File: config.mk
export PLATFORM = sky130hd
export DESIGN_NAME = mips_cpu_lsu
export DESIGN_NICKNAME = d
export VERILOG_FILES = /design/src/rtl/mips_cpu_lsu_pkg.sv /design/src/rtl/mips_cpu_lsu_align.sv /design/src/rtl/mips_cpu_lsu.sv
export SDC_FILE = /design/constraint.sdc
export NUM_CORES = 1
export LEC_CHECK = 0
export CAP_MARGIN = 20
export CORE_ASPECT_RATIO = 0.5
export CORE_MARGIN = 10
export CORE_UTILIZATION = 48
export CTS_BUF_LIST = sky130_fd_sc_hd__clkbuf_2
export DETAILED_ROUTE_END_ITERATION = 10
export HOLD_SLACK_MARGIN = 0.08
export MAX_ROUTING_LAYER = met4
export PLACE_DENSITY = 0.88
export SYNTH_ARGS = -nofsm -noshare
export SYNTH_HDL_FRONTEND = slang
export SYNTH_SLANG_ARGS = --single-unit
File: constraint.sdc
create_clock -name clk -period 2.79 [get_ports clk]
set_input_delay 0.279 -clock clk [delete_from_list [all_inputs] [get_ports clk]]
set_output_delay 0.279 -clock clk [all_outputs]
set_load 0.005 [all_outputs]
File: src/rtl/mips_cpu_lsu_pkg.sv
// mips_cpu_lsu_pkg: shared types and helpers for the load/store unit.
//   lsu_op_t     - 4-bit datapath operation code
//   lsu_state_t  - LSU control state
//   is_load      - op reads memory
//   is_misaligned- op/offset pair must be rejected (misaligned or illegal code)
// Build option: LSU_UNALIGNED_EN makes LWL/LWR legal; otherwise they are
// rejected as illegal codes.
package mips_cpu_lsu_pkg;

   typedef enum logic [3:0] {
      LB  = 4'd0,
      LBU = 4'd1,
      LH  = 4'd2,
      LHU = 4'd3,
      LW  = 4'd4,
      SB  = 4'd5,
      SH  = 4'd6,
      SW  = 4'd7,
      LWL = 4'd8,
      LWR = 4'd9
   } lsu_op_t;

   typedef enum logic [1:0] {
      S_IDLE,
      S_BUS,
      S_WAIT_DATA,
      S_RESP
   } lsu_state_t;

   function automatic logic is_load(input logic [3:0] op);
      case (op)
         LB, LBU, LH, LHU, LW, LWL, LWR: return 1'b1;
         default:                        return 1'b0;
      endcase
   endfunction

   // Returns 1 for anything that must not reach the bus, including codes
   // outside lsu_op_t.
   function automatic logic is_misaligned(input logic [3:0] op, input logic [1:0] b);
      case (op)
         LB, LBU, SB: return 1'b0;
         LH, LHU, SH: return b[0];
         LW, SW:      return (b != 2'd0);
`ifdef LSU_UNALIGNED_EN
         LWL, LWR:    return 1'b0;
`else
         LWL, LWR:    return 1'b1;
`endif
         default:     return 1'b1;
      endcase
   endfunction

endpackage

File: src/rtl/mips_cpu_lsu_align.sv
// mips_cpu_lsu_align: combinational load-result formatter.
//   op       in  4   operation code
//   b        in  2   byte offset of the request
//   readdata in  32  raw bus word
//   rt_old   in  32  previous rt value, merged in for LWL/LWR
//   data     out 32  extracted, extended or merged load result
// LWL/LWR merging is always present here; whether those ops can reach this
// block is decided by is_misaligned in the package.
module mips_cpu_lsu_align
   import mips_cpu_lsu_pkg::*;
(
   input  logic [3:0]  op,
   input  logic [1:0]  b,
   input  logic [31:0] readdata,
   input  logic [31:0] rt_old,
   output logic [31:0] data
);

   logic [7:0]  byte_sel;
   logic [15:0] half_sel;
   logic [4:0]  sh_r;
   logic [4:0]  sh_l;

   always_comb begin
      byte_sel = readdata[{b, 3'b000} +: 8];
      half_sel = readdata[{b[1], 4'b0000} +: 16];
      sh_r     = {b, 3'b000};
      // LWL moves lane b up to lane 3, i.e. left by 3-b bytes
      sh_l     = {2'd3 - b, 3'b000};
      data     = 32'd0;
      case (op)
         LB:  data = {{24{byte_sel[7]}}, byte_sel};
         LBU: data = {24'd0, byte_sel};
         LH:  data = {{16{half_sel[15]}}, half_sel};
         LHU: data = {16'd0, half_sel};
         LW:  data = readdata;
         // keep rt_old only in the byte positions the shifted word does not cover
         LWL: data = (readdata << sh_l) | (rt_old & ~(32'hFFFF_FFFF << sh_l));
         LWR: data = (readdata >> sh_r) | (rt_old & ~(32'hFFFF_FFFF >> sh_r));
         default: data = 32'd0;
      endcase
   end

endmodule

File: src/rtl/mips_cpu_lsu.sv
// mips_cpu_lsu: single-request load/store unit in front of the memory bus.
//   clk, rst_n                      clock, async active-low reset
//   req_valid/req_ready/req_op/req_addr/req_wdata/req_rt_old  datapath request
//   resp_valid/resp_data/resp_err   one-cycle response
//   address/read/write/byteenable/writedata  bus command (registered)
//   waitrequest/readdata            bus stall and load data
// Parameter READ_LATENCY (0 or 1): cycles from accepted read to readdata.
// Build option: LSU_UNALIGNED_EN enables LWL/LWR (see package).
module mips_cpu_lsu
   import mips_cpu_lsu_pkg::*;
#(
   parameter int READ_LATENCY = 1
) (
   input  logic        clk,
   input  logic        rst_n,
   input  logic        req_valid,
   output logic        req_ready,
   input  logic [3:0]  req_op,
   input  logic [31:0] req_addr,
   input  logic [31:0] req_wdata,
   input  logic [31:0] req_rt_old,
   output logic        resp_valid,
   output logic [31:0] resp_data,
   output logic        resp_err,
   output logic [31:0] address,
   output logic        read,
   output logic        write,
   output logic [3:0]  byteenable,
   output logic [31:0] writedata,
   input  logic        waitrequest,
   input  logic [31:0] readdata
);

   lsu_state_t  state;
   logic [3:0]  op_q;
   logic [1:0]  b_q;
   logic [31:0] rt_q;
   logic [1:0]  b_in;
   logic [3:0]  be_nxt;
   logic [31:0] wd_nxt;
   logic [31:0] load_data;

   assign req_ready = (state == S_IDLE);
   assign b_in      = req_addr[1:0];

   // Bus lane mask and replicated store data for the incoming request
   always_comb begin
      be_nxt = 4'b1111;
      wd_nxt = req_wdata;
      case (req_op)
         LB, LBU, SB: be_nxt = 4'b0001 << b_in;
         LH, LHU, SH: be_nxt = b_in[1] ? 4'b1100 : 4'b0011;
         LWL:         be_nxt = 4'b1111 >> (2'd3 - b_in);
         LWR:         be_nxt = 4'b1111 << b_in;
         default:     be_nxt = 4'b1111;
      endcase
      case (req_op)
         SB:      wd_nxt = {4{req_wdata[7:0]}};
         SH:      wd_nxt = {2{req_wdata[15:0]}};
         default: wd_nxt = req_wdata;
      endcase
   end

   // Fed with live readdata: the result is registered on the cycle the bus
   // presents the word, so no separate capture register is needed.
   mips_cpu_lsu_align u_align (
      .op       (op_q),
      .b        (b_q),
      .readdata (readdata),
      .rt_old   (rt_q),
      .data     (load_data)
   );

   always_ff @(posedge clk or negedge rst_n) begin
      if (!rst_n) begin
         state      <= S_IDLE;
         op_q       <= 4'd0;
         b_q        <= 2'd0;
         rt_q       <= 32'd0;
         resp_valid <= 1'b0;
         resp_err   <= 1'b0;
         resp_data  <= 32'd0;
         address    <= 32'd0;
         read       <= 1'b0;
         write      <= 1'b0;
         byteenable <= 4'd0;
         writedata  <= 32'd0;
      end else begin
         case (state)
            S_IDLE: begin
               if (req_valid) begin
                  op_q <= req_op;
                  b_q  <= b_in;
                  rt_q <= req_rt_old;
                  if (is_misaligned(req_op, b_in)) begin
                     state      <= S_RESP;
                     resp_valid <= 1'b1;
                     resp_err   <= 1'b1;
                     resp_data  <= 32'd0;
                  end else begin
                     state      <= S_BUS;
                     address    <= {req_addr[31:2], 2'b00};
                     byteenable <= be_nxt;
                     writedata  <= wd_nxt;
                     read       <= is_load(req_op);
                     write      <= !is_load(req_op);
                  end
               end
            end
            S_BUS: begin
               if (!waitrequest) begin
                  read  <= 1'b0;
                  write <= 1'b0;
                  if (!is_load(op_q)) begin
                     state      <= S_RESP;
                     resp_valid <= 1'b1;
                     resp_err   <= 1'b0;
                     resp_data  <= 32'd0;
                  end else if (READ_LATENCY == 0) begin
                     state      <= S_RESP;
                     resp_valid <= 1'b1;
                     resp_err   <= 1'b0;
                     resp_data  <= load_data;
                  end else begin
                     state <= S_WAIT_DATA;
                  end
               end
            end
            S_WAIT_DATA: begin
               state      <= S_RESP;
               resp_valid <= 1'b1;
               resp_err   <= 1'b0;
               resp_data  <= load_data;
            end
            S_RESP: begin
               state      <= S_IDLE;
               resp_valid <= 1'b0;
               resp_err   <= 1'b0;
               resp_data  <= 32'd0;
            end
            default: state <= S_IDLE;
         endcase
      end
   end

endmodule

* Word-level counts from Yosys, hierarchy flattened
Index checks and enable logic that the tools add are counted.
Widths: inputs -> output; s select.
** Word-level totals
- Output and inout bits :: 105
- Bits in registers :: 142
- Word-level logic and storage cells :: 107
- Input bits :: 136
** Cells by class
- Shift-type cells :: 9
- Mux-type cells :: 37
- Equal/unequal tests :: 23
- Reductions and logical operators :: 17
- Bitwise operators :: 7
- Add/subtract/negate cells :: 2
** Operators by type and width (count)
- $pmux 32 s7 :: 1
- $mux 32 :: 4
- $pmux 32 s4 :: 1
- $and 32x32->32 :: 2
- $not 32->32 :: 2
- $or 32x32->32 :: 2
- $pmux 32 s2 :: 1
- $shiftx 32x6->16 :: 1
- $shiftx 32x6->8 :: 1
- $shl 32x5->32 :: 1
- $shl 32x5->32 const A :: 1
- $shr 32x5->32 :: 1
- $shr 32x5->32 const A :: 1
- $eq 4x3->1 const B :: 5
- $mux 1 :: 19
- $eq 4x2->1 const B :: 4
- $eq 4x4->1 const B :: 4
- $pmux 4 s4 :: 1
- $reduce_or 7->1 :: 2
- $eq 4x1->1 const B :: 2
- $logic_not 4->1 :: 2
- $ne 2x2->1 const B :: 4
- $pmux 2 s4 :: 1
- $reduce_and 4->1 :: 2
- other kinds (20) :: 30

* Longest topological paths before layout
- Depth after elaboration :: 12
- Gate-level depth with buffers :: 9
- Depth with buffers taken out :: 7

* Modules after synthesis
Synthesis repeated with hierarchy kept, for this count alone.
** Second synthesis, totals
- Cell total of the unflattened synthesis :: 827
- Area total of the unflattened synthesis :: 8124.0 um^2
** Modules (own cells, without submodules)
- mips_cpu_lsu :: cells each 567, area each 6246.0 um^2, seq. area each 3553.4 um^2, instances 1
- mips_cpu_lsu_align :: cells each 260, area each 1878.1 um^2, seq. area each 0.0 um^2, instances 1

* Least setup slack after synthesis
No wires, ideal clock.
- Path type :: flip-flop to flip-flop
- From :: register state[0]
- To :: register resp_data[27]
- Data required time :: 2.664 ns
- Period minus slack after synthesis :: 2.124 ns
- Buffers on the path :: 1
- Setup slack :: 0.666 ns
- Arrival :: 1.998 ns
- Cell stages (with the launch flop) :: 8
- Setup time :: 0.126 ns
- Path through :: dfrtp_1 > inv_1 > ha_1 > inv_1 > a2bb2oi_1 > o221ai_1 > buf_2 > a221o_1
** On the way
- Cells in the longest elaborated chain, start to end :: 3
- Elaborated cells between the ends (all ways) :: 10
- Those cells by class :: 7 x eq/ne; 1 x mux; 2 x reduce/logical
** Ends and longest elaborated chain
- from (decl) :: line mips_cpu_lsu.sv:34 : lsu_state_t state;
- from (signal assigned) :: line mips_cpu_lsu.sv:76 : state <= S_IDLE;
- from (signal assigned) :: line mips_cpu_lsu.sv:96 : state <= S_RESP;
- from (signal assigned) :: line mips_cpu_lsu.sv:101 : state <= S_BUS;
- $logic_not 2->1 *
- named net req_ready :: line mips_cpu_lsu.sv:17 : output logic req_ready,
- $ne 2x1->1 (no source line) / $ne 2x2->1 (equally long branches)
- $reduce_and 4->1 (no source line)
- to (signal assigned) :: line mips_cpu_lsu.sv:123 : resp_data <= load_data;
- to (signal assigned) :: line mips_cpu_lsu.sv:133 : resp_data <= load_data;
- to (decl) :: line mips_cpu_lsu.sv:23 : output logic [31:0] resp_data,
The timed path passes the listed nets; every way through them passes the cells marked *.
A chain may end at the register's enable or synchronous reset.

* Worst setup path in the final report
- From :: register state[0]
- To :: output req_ready
** On the way
- Cells in the longest elaborated chain, start to end :: 1
** Ends and longest elaborated chain
- $logic_not 2->1 :: line mips_cpu_lsu.sv:43 : assign req_ready = (state == S_IDLE);
- to (decl) :: line mips_cpu_lsu.sv:17
No other way between the ends.

==> impl_metrics.ini <==
[worst_setup_path]
cp.arrival_ns = 2.23
critPathLaunchType = register
r2r_slack_ns = 0.41
required_ns = 2.51
criticalPathCategory = reg2out
crit_fanout = 9
end_kind = output pin

[route]
drtIter0Drc = 762
drcViolationCount = 0
drtAntennaViolNets = 0
wire_per_inst_um = 22.4
first_pass_iters = 5
viasPerCell = 5.92
vias = 7073
drt-total-wl_mm = 26.8

[cts]
numCtsBuffers = 17
cts_setup_buffers = 0
clockBufferDepth = 2
clk_pin_slew_worst_paths_ns = 0.28
tritoncts = done
cts_htree_levels = 4
cts.sinks = 142
clk_latency_ns = 0.77
ctsRootBufferMaster = clkbuf_2

[power_and_ir_drop]
p_leak_nw = 4.75
irDropWorstVdd_mv = 0.494
pwr_density_cell_nw_per_um2 = 989
power.total_mw = 10.8

[floorplan]
die_area_um2 = 21400
die_h_um = 109
fp-row-count = 32
start_util_pct = 49.0
core_area_um2 = 15400
die_w_um = 197
pin_count = 241

[synthesis]
yosys_register_bits = 142
synth_cells = 694
yosys_warnings = 0
syn_area_um2 = 7550
synthTopCellsByArea = dfrtp_1 (47%), mux2_2 (10%), o21ai_0 (5.0%)
synth_edf_count = 0
synth_flop_cell = dfrtp_1
yosysTopAreaCell = dfrtp_1
synth.distinct_cells = 61
seq_area_frac_synth_pct = 47.1
async_flop_share_pct = 100
syn_avg_cell_area_um2 = 10.9
synth_top_area_share_pct = 47.1

[sta]
slew_viol_final = 0
worstMarginPinSlew_ns = 0.860
fin_skew_ns = 0.0709
finalSetupTns_ns = 0
period_share_pct = 89.8
setup_viol = 0
hold_violations = 0
max_freq_ghz = 0.399
fin_crit_ns = 2.51
slew_headroom_pct = 42.2
rsz0062_at_grt = no
setup_ws_ns = 0.284

[global_routing]
gr-total-overflow = 0
grt_first_pass_wirelength_mm = 40.7
grt_pass1_vias = 7277
grt_max_degree = 86
grtUsageTotal_pct = 24.9
antenna_found_initial = 0

[run]
maxCapViolations = 0

[place]
place_area_um2 = 10200
pre_cts_slack_ns = 0.270
gp_congestion = 0.943
port-buffer-count = 238
hpwl_mm = 19.2

[finish]
multiInputGateArea_um2 = 3690
post-route-cell-area_um2 = 10900
drive_gt1_share_pct = 16.7
layout.nets = 1116
seq_area_um2 = 3550
area.growth.synth_to_final_pct = 44.7
fillers = 1087

[hold_path]
hp-class = in2async

[outcome]
status = complete, no violations
-- synth_stat cells (10+ instances only) --
cell,n
dfrtp_1,142
o21ai_0,76
nand2_1,68
mux2_2,67
mux2i_1,33
a21oi_1,29
clkbuf_1,28
nor2_1,28
a22o_1,25
a221o_1,20
mux2_4,20
inv_1,16
buf_2,13
a221oi_1,11
a22oi_1,10
-- cell usage in the layout, fill, tap and decap left out, drive strengths merged, types with 4 or more instances in the layout --
cell / n
clkdlybuf4s50: 237
dfrtp: 142
mux2: 91
o21ai: 77
nand2: 68
dlygate4sd3: 46
mux2i: 33
buf: 33
a21oi: 29
nor2: 28
inv: 26
a22o: 25
a221o: 20
clkbuf: 17
a221oi: 11
a22oi: 10
o221ai: 9
a21o: 8
a211oi: 5
nor2b: 4
ha: 4
or2: 4
and2: 4
-- path summary, 6_finish.rpt --
| check | start | endpoint | cells after the start |
|---|---|---|---|
| setup / recovery | state[0] | req_ready | 3 |
| setup reg to reg | state[0] | resp_data[31] | 7 |
| hold / removal | rst_n | rt_q[21] | 2 |
| min in group clk | req_rt_old[10] | rt_q[10] | 2 |
| hold reg to reg | resp_data[14] | resp_data[14] | 2 |
| max in group asynchronous | rst_n | rt_q[24] | 3 |
-- metrics by stage --
step	cells	hold slack [ns]	utilization (%)
after floorplan	695	-0.0166	-
final	1194	0.125	70.9
after global placement	1115	0.407	66.4
after global routing	1193	0.0827	70.9
after CTS	1192	0.0804	70.8
after detailed placement	1115	0.407	66.4
-- critical path: stages, from the launching register on --
cell and delay (ns):
dfrtp_1 0.49, inv_1 0.11, ha_1 0.31, clkdlybuf4s50_1 0.56
-- layer usage --
metal / part of all wire, % / track usage [%]
met5: 0 / -
met4: 1.7 / 6.00
met3: 8.9 / 6.89
met2: 49 / 41.0
met1: 41 / 30.1
-- area by class of cell --
| class | count | share of cell area, % |
|---|---|---|
| diodes | 1 | 0.0229 |
| clock buffers | 17 | 0.779 |
| well taps | 204 | 2.34 |
| repair buffers | 316 | 28.7 |
| multi-input cells | 483 | 33.8 |
| clock inverters | 15 | 1.28 |
| inverters | 16 | 0.550 |
| flip-flops and latches | 142 | 32.5 |
-- power breakdown --
part,internal (mW),switching [mW],leakage (nW)
clock,0.281,0.936,0.136
combinational,3.19,2.52,2.84
sequential,3.04,0.826,1.78
total,6.52,4.29,4.75
-- timing repair --
item                      in CTS  in global routing
resized for setup              0                  0
hold buffers                  45                  1
hold endpoints to repair     147                  1
-- logic make-up (layout without fill, tap and decap cells) --
group / after synthesis / in the layout / synth area share (%)
AO/OA/AOI/OAI: 219 / 219 / 19.9
flip-flops: 142 / 142 / 47.1
AND/OR/NAND/NOR: 129 / 129 / 7.97
multiplexers: 127 / 127 / 19.8
buffers and inverters: 70 / 364 / 4.24
adder cells (fa/ha/maj): 5 / 5 / 0.796
other: 1 / 3 / 0.0497
XOR/XNOR: 1 / 1 / 0.116
-- sequential cells by signal, summed over array words and instances (netlist names) --
register / count
address: 30
b_q: 2
byteenable: 4
op_q: 4
read: 1
resp_data: 32
resp_err: 1
resp_valid: 1
rt_q: 32
state: 2
write: 1
writedata: 32
(Power assumes the default switching activity.)
